==> src/rtl/switch_event_filter_pkg.sv <==
// Shared definitions for the push-button event filter: state encodings,
// 25 MHz default timing constants and a small width helper.
package switch_event_filter_pkg;

  typedef enum logic [1:0] {
    ST_RELEASED  = 2'b00,
    ST_PRESSED   = 2'b01,
    ST_REPEATING = 2'b10
  } state_t;

  // 10 ms debounce, 500 ms before first repeat, 100 ms between repeats @ 25 MHz
  localparam int DEF_DEBOUNCE_LIMIT = 250000;
  localparam int DEF_HOLD_LIMIT     = 12500000;
  localparam int DEF_REPEAT_LIMIT   = 2500000;

  function automatic int max_int(input int a, input int b);
    return (a > b) ? a : b;
  endfunction

endpackage

==> src/rtl/switch_event_filter_debounce_core.sv <==
// Two-flop synchroniser plus debounce counter for one raw switch pin.
// o_Commit is high in the cycle before o_Switch takes its new value, so the
// parent can register pulses that line up exactly with the o_Switch change.
module debounce_core
  import switch_event_filter_pkg::*;
#(
  parameter int DEBOUNCE_LIMIT = DEF_DEBOUNCE_LIMIT
) (
  input  logic i_Clk,
  input  logic i_Reset,
  input  logic i_Switch,
  output logic o_Switch,
  output logic o_Commit
);

  localparam int CW = $clog2(DEBOUNCE_LIMIT);

  logic          sync_meta;
  logic          sync_q;
  logic [CW-1:0] count;
  logic          mismatch;

  assign mismatch = (sync_q != o_Switch);
  assign o_Commit = mismatch && (count == CW'(DEBOUNCE_LIMIT - 1));

  // Synchronise the pin, then only accept a level that has differed from the
  // current debounced value for DEBOUNCE_LIMIT consecutive cycles.
  always_ff @(posedge i_Clk or posedge i_Reset) begin
    if (i_Reset) begin
      sync_meta <= 1'b0;
      sync_q    <= 1'b0;
      count     <= '0;
      o_Switch  <= 1'b0;
    end else begin
      sync_meta <= i_Switch;
      sync_q    <= sync_meta;
      if (o_Commit) begin
        o_Switch <= sync_q;
        count    <= '0;
      end else if (mismatch) begin
        count <= count + CW'(1);
      end else begin
        count <= '0;
      end
    end
  end

endmodule

==> src/rtl/switch_event_filter.sv <==
// Push-button front end: debounce, press/release edge events and auto-repeat
// step events for the downstream counter.
//
//   state        | meaning
//   -------------+-----------------------------------------------------------
//   ST_RELEASED  | debounced switch low, waiting for a press
//   ST_PRESSED   | debounced high, counting towards the first repeat
//   ST_REPEATING | held past the hold time, repeat pulse every repeat period
//
// A debounced fall always wins over a timer expiry in the same cycle.
module switch_event_filter
  import switch_event_filter_pkg::*;
#(
  parameter int DEBOUNCE_LIMIT = DEF_DEBOUNCE_LIMIT,
  parameter int HOLD_LIMIT     = DEF_HOLD_LIMIT,
  parameter int REPEAT_LIMIT   = DEF_REPEAT_LIMIT
) (
  input  logic i_Clk,
  input  logic i_Reset,
  input  logic i_Switch,
  output logic o_Switch,
  output logic o_Press_Pulse,
  output logic o_Release_Pulse,
  output logic o_Repeat_Pulse,
  output logic o_Step_Pulse,
  output logic o_Held
);

  localparam int CNT_W = $clog2(max_int(HOLD_LIMIT, REPEAT_LIMIT));

  logic             commit;
  logic             rise;
  logic             fall;
  state_t           state;
  state_t           state_next;
  logic [CNT_W-1:0] cnt;
  logic [CNT_W-1:0] cnt_next;
  logic             press_next;
  logic             release_next;
  logic             repeat_next;

  debounce_core #(
    .DEBOUNCE_LIMIT(DEBOUNCE_LIMIT)
  ) u_debounce (
    .i_Clk   (i_Clk),
    .i_Reset (i_Reset),
    .i_Switch(i_Switch),
    .o_Switch(o_Switch),
    .o_Commit(commit)
  );

  // Edge events are taken from the commit strobe so the registered pulses
  // appear in the same cycle o_Switch shows its new level.
  assign rise = commit & ~o_Switch;
  assign fall = commit &  o_Switch;

  // Next-state, hold/repeat timer and pulse decode.
  always_comb begin
    state_next   = state;
    cnt_next     = cnt;
    press_next   = 1'b0;
    release_next = 1'b0;
    repeat_next  = 1'b0;
    case (state)
      ST_RELEASED: begin
        cnt_next = '0;
        if (rise) begin
          state_next = ST_PRESSED;
          press_next = 1'b1;
        end
      end
      ST_PRESSED: begin
        if (cnt == CNT_W'(HOLD_LIMIT - 1)) begin
          state_next  = ST_REPEATING;
          repeat_next = 1'b1;
          cnt_next    = '0;
        end else begin
          cnt_next = cnt + CNT_W'(1);
        end
      end
      ST_REPEATING: begin
        if (cnt == CNT_W'(REPEAT_LIMIT - 1)) begin
          repeat_next = 1'b1;
          cnt_next    = '0;
        end else begin
          cnt_next = cnt + CNT_W'(1);
        end
      end
      default: begin
        state_next = ST_RELEASED;
        cnt_next   = '0;
      end
    endcase
    if (fall) begin
      state_next   = ST_RELEASED;
      cnt_next     = '0;
      release_next = 1'b1;
      repeat_next  = 1'b0;
      press_next   = 1'b0;
    end
  end

  // State, timer and registered event outputs.
  always_ff @(posedge i_Clk or posedge i_Reset) begin
    if (i_Reset) begin
      state           <= ST_RELEASED;
      cnt             <= '0;
      o_Press_Pulse   <= 1'b0;
      o_Release_Pulse <= 1'b0;
      o_Repeat_Pulse  <= 1'b0;
      o_Step_Pulse    <= 1'b0;
      o_Held          <= 1'b0;
    end else begin
      state           <= state_next;
      cnt             <= cnt_next;
      o_Press_Pulse   <= press_next;
      o_Release_Pulse <= release_next;
      o_Repeat_Pulse  <= repeat_next;
      o_Step_Pulse    <= press_next | repeat_next;
      o_Held          <= (state_next == ST_REPEATING);
    end
  end

endmodule

==> config.mk <==
export PLATFORM = sky130hd
export DESIGN_NAME = switch_event_filter
export DESIGN_NICKNAME = d
export VERILOG_FILES = /design/src/rtl/switch_event_filter_pkg.sv /design/src/rtl/switch_event_filter_debounce_core.sv /design/src/rtl/switch_event_filter.sv
export SDC_FILE = /design/constraint.sdc
export NUM_CORES = 1
export LEC_CHECK = 0
export BUFFER_PORTS_ARGS = -buffer_cell sky130_fd_sc_hd__clkbuf_2
export CAP_MARGIN = 10
export CORE_MARGIN = 3
export CORE_UTILIZATION = 55
export DETAILED_ROUTE_END_ITERATION = 12
export PLACE_DENSITY_LB_ADDON = 0.12
export REMOVE_ABC_BUFFERS = 1
export SLEW_MARGIN = 20
export SYNTH_ARGS = -nofsm -noshare
export SYNTH_HDL_FRONTEND = slang
export SYNTH_HIERARCHICAL = 1
export SYNTH_SLANG_ARGS = --single-unit
==> constraint.sdc <==
create_clock -name i_Clk -period 8 [get_ports i_Clk]
set_clock_uncertainty 0.1 [all_clocks]
set_input_delay 1.6 -clock i_Clk [delete_from_list [all_inputs] [get_ports i_Clk]]
set_output_delay 1.6 -clock i_Clk [all_outputs]
set_load 0.005 [all_outputs]
==> results.toml <==
[power]
power_leakage_nw = 1.126
switching_share = 0.2338
pwr-share-seq = 0.616
netSwitchingPower_mw = 0.1009
comb_power_share = 0.024
power-per-cell-area_mw_per_mm2 = 149.2
internal_power_mw = 0.3308
share_clk_of_total_power = 0.360
p_total_mw = 0.4317
ir_drop_mv = 0.08625

[global_routing]
number_of_global_route_vias_before_repair = 1929
grt_first_pass_wirelength_mm = 9.170
grt_start_max_net_pins = 32
antenna_found_initial = 0
globalRoute.totalOverflow = 0
grt_use_total = 0.1942

[hold_path]
worstHoldPathCells = 0
hold_path.class = "flop to flop"
timing.hold.worst.start = "u_debounce/sync_meta$_DFF_PP0_"
hold_critical_path_endpoint = "u_debounce/sync_q$_DFF_PP0_"

[placed_design]
port_buffer_count = 8
dp_worst_setup_slack_ns = 4.681
placement.cell_area_mm2 = 0.002800
dp_hpwl_mm = 3.409
replace_congestion = 0.8342
post-place-cells = 335

[die]
coreArea_mm2 = 0.004564
num_io_pins = 9
die-area_mm2 = 0.005803
floorplan.rows = 24
dieWidth_um = 76.18
die_h_um = 76.18
initial_core_util = 0.5935

[detailed_routing]
drtAntennaViolNets = 0
drc = 0
routedWlPerCell_um = 14.91
drt_pass1_iterations = 4
postRouteWirelength_mm = 5.113
routed-via-count = 2033
avgViaCountPerCell = 5.927
drt_iter0_drc = 107

[sta]
final_worst_setup_slack_ns = 4.613
timing.final.crit_share = 0.4234
unrepaired_setup_endpoints_after_global_routing = "false"
slew_headroom = 0.2609
setup_violations = 0
setup_tns_ns = 0
slew_viol_final = 0
final_period_demand_of_the_worst_path_ns = 3.387
hold_viol = 0
max_clock_freq_mhz = 295.3
timing_worst_slew_pin_value_ns = 1.109

[yosys]
area_leader_netlist = "dfrtp_1"
synth-edff-count = 0
mapped_cells = 268
synth_largest_type_area_fraction = 0.4804
synth.cell_area_mm2 = 0.002709
synth.yosys.warnings = 6
postSynthRegisterBits = 52
top_reg_cell_synth = "dfrtp_1"
synth-seq-area-share = 0.4804
synth.lib_cells_used.distinct = 42
post_synth_main_area_contributors = "dfrtp_1, xnor2_1, xor2_1"
async_flop_share = 1.000
syn-mean-instance-area_um2 = 10.11

[finish]
final_cell_mix = "dfrtp_1, nor2_1, a21oi_1, nand2_1, xnor2_1"
layout_commonest_cell = "dfrtp_1"
post_route_cells_drive_above_1_share = 0.1079
layout.filler_cells = 404
area.growth.synth_to_final_pct = 6.836
design.final.nets = 286
multiInputGateArea_mm2 = 0.001333
antennaDiodeCount = 0
reg_area_mm2 = 0.001301
final_cells = 343
final_cell_area_mm2 = 0.002894

[clock_tree]
clock_tree.htree_level_count = 2
cts_sinks = 52
clock_latency_ns = 0.31
clock_tree.buffer_depth = 2
cts-resized-gates = 0
cts_root_buf = "clkbuf_8"
cts.repair_timing.setup_buffer_count = 0
cts.clk_slew.worst_paths_ns = 0.10
cts.hold.buffers_added = 0
cts_inserted_buffers = 5
clock_tree_from_tritoncts = "built"

[flow_run]
max_cap_violations = 0

[worst_setup_path]
critical_path.startpoint_type = "flop"
rr_startpoint = "u_debounce/count[4]$_DFF_PP0_"
timing.critical_path.fanout_max = 24
worst-setup-path-type = "flop to flop"
critical_path_arrival_ns = 3.42
critPathRequiredTime_ns = 8.03
critPathCaptureType = "flop"
reg2reg_depth = 7
rr_endpoint = "cnt[23]$_DFF_PP0_"
reg2reg_setup_slack_ns = 4.61

[status]
status = "finished, final reports clean"
==> power groups by stage <==
stage	Combinational (mW)	Clock (mW)	Sequential (mW)
after floorplan	0.00758	0	0.271
after global placement	0.0106	0	0.271
after detailed placement	0.0108	0	0.271
after CTS	0.0108	0.162	0.266
after global routing	0.0123	0.173	0.266
final	0.0102	0.156	0.266
==> cell families after synthesis <==
family,after synthesis,synth area share
XOR/XNOR,27,0.08730
buffers and inverters,17,0.03002
AO/OA/AOI/OAI,49,0.1215
adder cells (fa/ha/maj),6,0.02771
multiplexers,1,0.004157
flip-flops,52,0.4804
AND/OR/NAND/NOR,116,0.2490
==> per-layer routing <==
metal / wire length, um / track usage / up-vias
met3: 189 / 0.03546 / 9
li1: - / - / 1010
met4: 103 / 0.07609 / 0
met2: 2237 / 0.2793 / 32
met5: 0 / 0 / -
met1: 2583 / 0.2910 / 982
==> worst max-delay path by stage <==
stage / start / to / cells after the start
2_1_floorplan: u_debounce/count[4]$_DFF_PP0_ / cnt[13]$_DFF_PP0_ / 6
3_3_place_gp: u_debounce/count[4]$_DFF_PP0_ / cnt[1]$_DFF_PP0_ / 7
3_5_place_dp: u_debounce/count[4]$_DFF_PP0_ / cnt[5]$_DFF_PP0_ / 7
4_1_cts: u_debounce/count[4]$_DFF_PP0_ / cnt[23]$_DFF_PP0_ / 7
5_1_grt: u_debounce/count[4]$_DFF_PP0_ / cnt[13]$_DFF_PP0_ / 7
6_report: u_debounce/count[4]$_DFF_PP0_ / cnt[23]$_DFF_PP0_ / 7
==> per-stage QoR <==
stage               hold slack [ns]    util
detailed placement           0.2395  0.6135
floorplan                    0.2312       -
CTS                          0.2773  0.6340
finish                       0.2734  0.6340
global placement             0.2434  0.6135
global route                 0.2856  0.6340
==> sequential cells by signal (all words and copies together) (netlist names) <==
signal / flops
o_Held: 1
u_debounce/sync_meta: 1
u_debounce/count: 18
o_Release_Pulse: 1
u_debounce/o_Switch: 1
u_debounce/sync_q: 1
cnt: 24
state: 2
o_Repeat_Pulse: 1
o_Step_Pulse: 1
o_Press_Pulse: 1
==> worst max-delay path, cell delays in order, from the launching register on <==
cell and delay, ns:
dfrtp_1 0.42, or4b_1 0.53, or4_4 0.56, nor3_1 0.41
nand2_1 0.22, nand3_1 0.14, a21o_1 0.62, a22oi_1 0.20
==> layout make-up <==
type / instances / share of cell area
multi-input combinational: 199 / 0.4604
sequential: 52 / 0.4496
tap: 65 / 0.02810
clock buffer: 5 / 0.02378
timing repair buffer: 9 / 0.01643
inverter: 10 / 0.01297
clock inverter: 3 / 0.008647
==> cells in the mapped netlist (4+ instances only) <==
cell and count:
a21oi_1 18, inv_1 10, or4_1 8, nand2_1 16, xor2_1 11, and4_1 6, a22oi_1 9, nand3_1 15
xnor2_1 16, o21ai_0 5, nor3_1 4, nand4_1 14, ha_1 6, dfrtp_1 52, o31ai_1 8, or3_1 5
nor4_1 7, nor2_1 23
No activity file was read; power rests on OpenSTA's default activity.
